===== config.mk =====
export PLATFORM = sky130hd
export DESIGN_NAME = mdu_sequencer
export DESIGN_NICKNAME = d
export VERILOG_FILES = /design/src/rtl/mdu_sequencer.sv
export SDC_FILE = /design/constraint.sdc
export NUM_CORES = 1
export LEC_CHECK = 0
export BUFFER_PORTS_ARGS = -buffer_cell sky130_fd_sc_hd__buf_2
export CORE_MARGIN = 8
export CORE_UTILIZATION = 54
export DETAILED_ROUTE_END_ITERATION = 7
export GPL_TIMING_DRIVEN = 0
export PLACE_DENSITY = 0.89
export SLEW_MARGIN = 20
export SYNTH_ARGS = -nofsm -noshare
export SYNTH_HDL_FRONTEND = slang
export SYNTH_SLANG_ARGS = --single-unit

===== constraint.sdc =====
create_clock -name clk -period 2.81 [get_ports clk]
set_input_delay 0.1405 -clock clk [delete_from_list [all_inputs] [get_ports clk]]
set_output_delay 0.1405 -clock clk [all_outputs]
set_load 0.05 [all_outputs]

===== src/rtl/mdu_sequencer.sv =====
// Iterative multiply/divide unit with HI/LO registers.
// Shift-add multiplier and restoring divider, WIDTH iterations each.
module mdu_sequencer #(
  parameter int WIDTH = 32
) (
  input  logic             clk,
  input  logic             reset,
  input  logic             start,
  input  logic [1:0]       op,
  input  logic [WIDTH-1:0] rs_val,
  input  logic [WIDTH-1:0] rt_val,
  input  logic             mthi,
  input  logic             mtlo,
  input  logic [WIDTH-1:0] wdata,
  input  logic             read_req,
  output logic [WIDTH-1:0] hi,
  output logic [WIDTH-1:0] lo,
  output logic             busy,
  output logic             stall
);

  localparam int CW = $clog2(WIDTH);
  localparam int W2 = 2 * WIDTH;

  typedef enum logic [1:0] {
    IDLE,
    RUN,
    FIXUP
  } state_t;

  state_t           state, state_n;
  logic [CW-1:0]    count, count_n;
  logic [W2-1:0]    acc, acc_n;
  logic [WIDTH-1:0] dsor, dsor_n;
  logic             is_div, is_div_n;
  logic             qsign, qsign_n;
  logic             rsign, rsign_n;
  logic [WIDTH-1:0] hi_n, lo_n;

  logic             rs_neg, rt_neg;
  logic [WIDTH-1:0] rs_mag, rt_mag;
  logic [WIDTH:0]   madd;
  logic [WIDTH:0]   rsh;
  logic [WIDTH+1:0] diff;
  logic [WIDTH-1:0] rem_nx;
  logic [W2-1:0]    mul_step, div_step;
  logic [W2-1:0]    prod;
  logic [WIDTH-1:0] quo_fix, rem_fix;

  // Signed ops negate negative operands; unsigned ops pass through.
  assign rs_neg = ~op[0] & rs_val[WIDTH-1];
  assign rt_neg = ~op[0] & rt_val[WIDTH-1];
  assign rs_mag = rs_neg ? -rs_val : rs_val;
  assign rt_mag = rt_neg ? -rt_val : rt_val;

  // Multiply: add multiplicand to upper half on LSB, then shift right.
  assign madd = {1'b0, acc[W2-1:WIDTH]} + {1'b0, dsor};
  assign mul_step = acc[0] ? {madd, acc[WIDTH-1:1]}
                           : {1'b0, acc[W2-1:1]};

  // Divide: acc = {remainder, dividend/quotient}; restoring step.
  assign rsh    = acc[W2-1:WIDTH-1];
  assign diff   = {1'b0, rsh} - {2'b0, dsor};
  assign rem_nx = diff[WIDTH+1] ? rsh[WIDTH-1:0] : diff[WIDTH-1:0];
  assign div_step = {rem_nx, acc[WIDTH-2:0], ~diff[WIDTH+1]};

  assign prod    = qsign ? -acc : acc;
  assign quo_fix = qsign ? -acc[WIDTH-1:0] : acc[WIDTH-1:0];
  assign rem_fix = rsign ? -acc[W2-1:WIDTH] : acc[W2-1:WIDTH];

  assign busy  = (state != IDLE);
  assign stall = read_req & busy;

  // Next-state, datapath and HI/LO update logic.
  always_comb begin
    state_n  = state;
    count_n  = count;
    acc_n    = acc;
    dsor_n   = dsor;
    is_div_n = is_div;
    qsign_n  = qsign;
    rsign_n  = rsign;
    hi_n     = hi;
    lo_n     = lo;
    unique case (state)
      IDLE: begin
        if (start) begin
          if (op[1] && rt_val == '0) begin
            hi_n = rs_val;
            lo_n = '1;
          end else begin
            state_n  = RUN;
            count_n  = '0;
            acc_n    = {{WIDTH{1'b0}}, op[1] ? rs_mag : rt_mag};
            dsor_n   = op[1] ? rt_mag : rs_mag;
            is_div_n = op[1];
            qsign_n  = rs_neg ^ rt_neg;
            rsign_n  = rs_neg;
          end
        end else begin
          if (mthi) hi_n = wdata;
          if (mtlo) lo_n = wdata;
        end
      end
      RUN: begin
        acc_n   = is_div ? div_step : mul_step;
        count_n = count + 1'b1;
        if (count == CW'(WIDTH - 1)) state_n = FIXUP;
      end
      FIXUP: begin
        if (is_div) begin
          hi_n = rem_fix;
          lo_n = quo_fix;
        end else begin
          hi_n = prod[W2-1:WIDTH];
          lo_n = prod[WIDTH-1:0];
        end
        state_n = IDLE;
      end
      default: state_n = IDLE;
    endcase
  end

  // State and register update with synchronous reset.
  always_ff @(posedge clk) begin
    if (reset) begin
      state  <= IDLE;
      count  <= '0;
      acc    <= '0;
      dsor   <= '0;
      is_div <= 1'b0;
      qsign  <= 1'b0;
      rsign  <= 1'b0;
      hi     <= '0;
      lo     <= '0;
    end else begin
      state  <= state_n;
      count  <= count_n;
      acc    <= acc_n;
      dsor   <= dsor_n;
      is_div <= is_div_n;
      qsign  <= qsign_n;
      rsign  <= rsign_n;
      hi     <= hi_n;
      lo     <= lo_n;
    end
  end

endmodule


# [Word level (Yosys, flattened, before mapping)]
# Index checks and enable logic that the tools add are counted.
# Widths: inputs -> output; s select.
[word_totals] register_bits=170 out_inout_bits=66 word_cells=74
[op_classes] add_sub_neg=8 n_eq_ne=9 mux=30 n_bitwise=7 n_reduce_logical=11
[op_table] op="$mux 32" count=15
[op_table] op="$mux 64" count=5
[op_table] op="$neg 32->32" count=4
[op_table] op="$pmux 32 s2" count=2
[op_table] op="$pmux 64 s2" count=1
[op_table] op="$neg 64->64" count=1
[op_table] op="$sub 33x32->34" count=1
[op_table] op="$add 32x32->33" count=1
[op_table] op="$logic_not 32->1" count=1
[op_table] op="$reduce_and 3->1" count=5
[op_table] op="$mux 5" count=2
[op_table] op="$pmux 5 s2" count=1
[op_table] op="$ne 3x3->1 const B" count=3
[op_table] op="$mux 2" count=3
[op_table] op="$ne 2x2->1 const B" count=3
[op_table] op="$reduce_bool 2->1" count=3
[op_table] op="$add 5x1->5 const B" count=1
[op_table] op="$eq 5x5->1 const B" count=1
[op_table] op="$pmux 2 s2" count=1
[op_table] op="$and 1x1->1" count=3
[op_table] op="$not 1->1" count=3
[op_table] op="$eq 2x1->1 const B" count=1
[op_table] op="$eq 2x2->1 const B" count=1
[op_table] op="$logic_not 2->1" count=1
[op_table] op="2 further kinds" count=2

# [Logic depth before layout (Yosys ltp)]
[logic_depth] word_depth=7 ltp_mapped=14 mapped_depth_nobuf=13

# [Least setup slack after synthesis]
# OpenSTA, ideal clock, no wires.
[synth_path] kind="flip-flop to flip-flop" from="register acc[48]" to="register acc[62]" setup_ns=0.130 arrival_time_ns=2.882 t_required_ns=2.680 path_slack_ns=-0.202 path_stages_with_launch=12 path_buffers=1 cell_sequence="dfxtp_1 -> ha_1 -> clkbuf_1 -> and3_1 -> and2_1 -> a221oi_1 -> inv_1 -> a221oi_1 -> o31ai_1 -> a211o_1 -> a2111oi_0 -> o31ai_1"
[synth_between] elab_chain_cells=4 word_cells_on_any_way=6
[synth_lines] item="start, declared" line="33" source="logic [W2-1:0] acc, acc_n;"
[synth_lines] item="start signal, assigned" line="139" source="acc <= acc_n;"
[synth_lines] item="$sub 33x32->34 / $add 32x32->33 (equally long branches)" line="63, 57"
[synth_lines] item="$mux 32 / $mux 64 (equally long branches)" line="64, 58"
[synth_lines] item="$mux 64 (*)" line="106" source="acc_n = is_div ? div_step : mul_step;"
[synth_lines] item="$pmux 64 s2 (*)" line="85" source="unique case (state)"
# Every way passes the cells marked *; elsewhere a longest branch is shown, timed or not.
# A chain may end at the register's enable or synchronous reset.

# [Final worst setup path]
[layout_path] from="register dsor[2]" to="register acc[62]"
[layout_between] elab_chain_cells=4 word_cells_on_any_way=6
[layout_lines] item="start, declared" line="34" source="logic [WIDTH-1:0] dsor, dsor_n;"
[layout_lines] item="start signal, assigned" line="140" source="dsor <= dsor_n;"
[layout_lines] item="$sub 33x32->34 / $add 32x32->33 (equally long branches)" line="63, 57"
[layout_lines] item="$mux 32 / $mux 64 (equally long branches)" line="64, 58"
[layout_lines] item="$mux 64 (*)" line="106"
[layout_lines] item="$pmux 64 s2 (*)" line="85"
# Marks and branches as above.

==> results.tsv <==
stage	metric	value	unit
critical_path	rrSetupSlack	-0.22	ns
power	clkPwrFrac	26.3	%
power	p_per_area	479	nW/um2
critical_path	crit_top_cell	o21ai_4	
critical_path	reg2regPathDepth	13	
timing	fin_crit_sh	108	%
timing	holdWs	0.0609	ns
place	io_buffers	168	
synth	synth-async-reset-ratio	0	%
run	max-cap-violations	0	
die	core	27600	um2
critical_path	startpoint_type	flop	
die	ioPinCount	170	
min_path	min_path_cells	3	
finish	final_cell_mix	nand2_1 (239), nor2_1 (181), buf_2 (179), a21oi_1 (155), dfxtp_1 (121)	
drt	drc	0	
critical_path	crit_path_max_incr_delay	0.38	ns
finish	fin_util	69.7	%
die	rows	61	
die	die-area	33600	um2
timing	fin_skew	0.0226	ns
finish	layout.nets	2494	
timing	drv_slew	0	
synth	synth_top_area_share	22.5	%
power	p_int	5.27	mW
clock_network	cts_buffers	17	
finish	design_area	19300	um2
timing	rsz0062_at_grt	true	
synth	synth_cell_types	83	
clock_network	clock_latency	0.45	ns
timing	worst_slew_pin_slew	1.07	ns
run_status	status	finished, violations left	
finish	mostFrequentLayoutCell	nand2_1	
critical_path	cp_top_family	compound AO/OA/AOI/OAI gates	
critical_path	crit_chain	inv_1 > ha_4 > and4_4 > o21ai_4 > a31oi_4 > o21ai_4 > a21boi_4 > o2111ai_4 > buf_6 > buf_4 > a31oi_1 > a21boi_2 > o31ai_1	
critical_path	arrival	3.34	ns
grt	grt_max_degree	17	
grt	track_usage	40.9	%
power	sw_frac_of_total	42.9	%
clock_network	clockRootBuffer	clkbuf_16	
critical_path	critPathMaxFanout	8	
timing	relSlewSlack	28.7	%
grt	gr-total-overflow	0	
synth	ys_warn_count	0	
critical_path	cp.required	3.11	ns
synth	avgSynthCellArea	7.33	um2
min_path	whs_endpoint	lo[30]	
min_path	min_path_type	input pin to flop	
die	die_h	183	um
critical_path	path_class	flop to flop	
finish	drive_gt1_share	24.7	%
drt	vias_per_cell	6.97	
die	die_w	183	um
place	dp_hpwl	54500	um
synth	synth_top_cell_by_area	dfxtp_1	
power	pwr-share-seq	30.6	%
place	gp_congestion	1.01	
drt	vias	18900	
power	power_leakage	7.93	nW
place	place_area	16400	um2
timing	setup_violations	32	
drt	wl	74100	um
synth	netlist_area	15100	um2
min_path	hp-start	wdata[30]	
clock_network	cts_tree	done	
critical_path	path_buf_inv	3	
timing	fin_tns_setup	-3.95	ns
run_status	violations	negative setup slack	
timing	worst_slack	-0.224	ns
synth	synth_fp_nets	2236	
drt	postRouteAntennaNets	0	
timing	max_freq	330	MHz
synth	ys_seq_elements	170	
synth	netlist_instances	2060	
power	p_sw	3.97	mW
synth	ys_seq_area_share	22.5	%
clock_network	cts_buffer_depth	2	
timing	fin_crit	3.03	ns
synth	synthTopCellsByArea	dfxtp_1 (23%), mux2i_1 (6.8%), nand2_1 (6.0%)	
die	start_util	54.6	%
critical_path	cp-end-kind	flop	
finish	areaGrowthSynthToFinish	27.6	%
power	pwr-share-comb	43.1	%
grt	grt_pass1_wl	105000	um
synth	synth-edff-count	0	
critical_path	reg2reg_to	acc[62]	
timing	finalHoldViolCount	0	
drt	drtIter0Drc	3089	
critical_path	crit_slowest_cell	dfxtp_4	
clock_network	cts.sinks	170	
clock_network	path_clk_slew	0.08	ns
drt	wire_per_inst	27.4	um
power	finalPower	9.24	mW
drt	dr.pass1.iters	7	
power	vdd_ir_drop_max	0.000515	V
clock_network	cts-htree-levels	4	
grt	antenna_found_initial	1	
synth	yosys_most_used_dff	dfxtp_1	
critical_path	r2r-start	dsor[2]	
grt	grt_pass1_vias	17200	
worst reg2reg max path, delay by kind of cell (launching register included):
kind | cells | cell delay, ns
AOI/OAI and AO/OA | 8 | 1.51
buffers and inverters | 3 | 0.44
DFF | 1 | 0.38
adders and majority gates | 1 | 0.33
and+or+nand+nor | 1 | 0.26
power by group through the flow:
stage	registers, mW	clock network, mW	logic [mW]
floorplan	2.97	0	1.88
global placement	2.83	0	3.03
finish	2.83	2.43	3.98
detailed placement	2.83	0	3.06
CTS	2.80	2.36	3.46
global route	2.83	2.46	4.13
worst max-delay path by stage:
stage | cells past startpoint | slack, ns | end | from
after floorplan | 11 | -0.07 | acc[62] | acc[48]
after global placement | 13 | -1.51 | hi[4] | acc[0]
after detailed placement | 13 | -1.54 | hi[4] | acc[0]
after CTS | 13 | -0.08 | acc[54] | acc[31]
after global routing | 12 | -0.31 | acc[38] | dsor[2]
final | 13 | -0.22 | acc[62] | dsor[2]
what timing repair did:
action	4_1_cts	5_1_grt
endpoints found under the setup margin	91	102
setup buffers	50	36
hold buffers	0	0
gates cloned	3	1
pin swaps	70	78
gates resized for setup	246	167
kinds of logic after synthesis:
logic type | share of synthesized area (%)
fa+ha+maj | 6.07
mux | 7.36
compound gates | 28.5
simple gates | 20.1
flops | 22.5
buf+inv | 5.85
xor+xnor | 9.57
through the flow:
stage | instances | setup WS (ns)
after detailed placement | 2606 | -1.54
final | 2709 | -0.224
after floorplan | 2060 | -0.0711
after global placement | 2606 | -1.51
after CTS | 2676 | -0.0845
after global routing | 2708 | -0.314
cells in the mapped netlist, types with 36 or more instances:
| master | instances |
|---|---|
| nand2_1 | 243 |
| nor2_1 | 185 |
| a21oi_1 | 180 |
| dfxtp_1 | 170 |
| clkbuf_1 | 125 |
| o21ai_0 | 110 |
| mux2i_1 | 102 |
| xor2_1 | 84 |
| xnor2_1 | 81 |
| inv_1 | 71 |
| ha_1 | 70 |
| nor3_1 | 62 |
| a211oi_1 | 57 |
| o211ai_1 | 42 |
| a21o_1 | 41 |
| nand3_1 | 36 |
routing by layer:
metal / track usage, % / vias up / wire [um]
li1: - / 8041 / -
met1: 54.0 / 8776 / 28200
met2: 59.4 / 1694 / 29900
met3: 12.5 / 370 / 11400
met4: 20.4 / 2 / 4640
met5: 0 / - / 13
state kept, by name, summed over array words and instances (netlist names):
signal  count
acc        64
count       5
dsor       32
hi         32
is_div      1
lo         32
qsign       1
rsign       1
state       2
cell type report:
type | count | area [um2]
antenna | 1 | 2.50
clock inverter | 11 | 86.3
sequential | 170 | 3520
buffer | 137 | 649
fill | 2313 | 8370
inverter | 74 | 287
tap | 378 | 473
clock buffer | 20 | 467
multi-input combinational | 1664 | 12100
timing repair buffer | 254 | 1630
No activity file was read; power rests on OpenSTA's default activity.
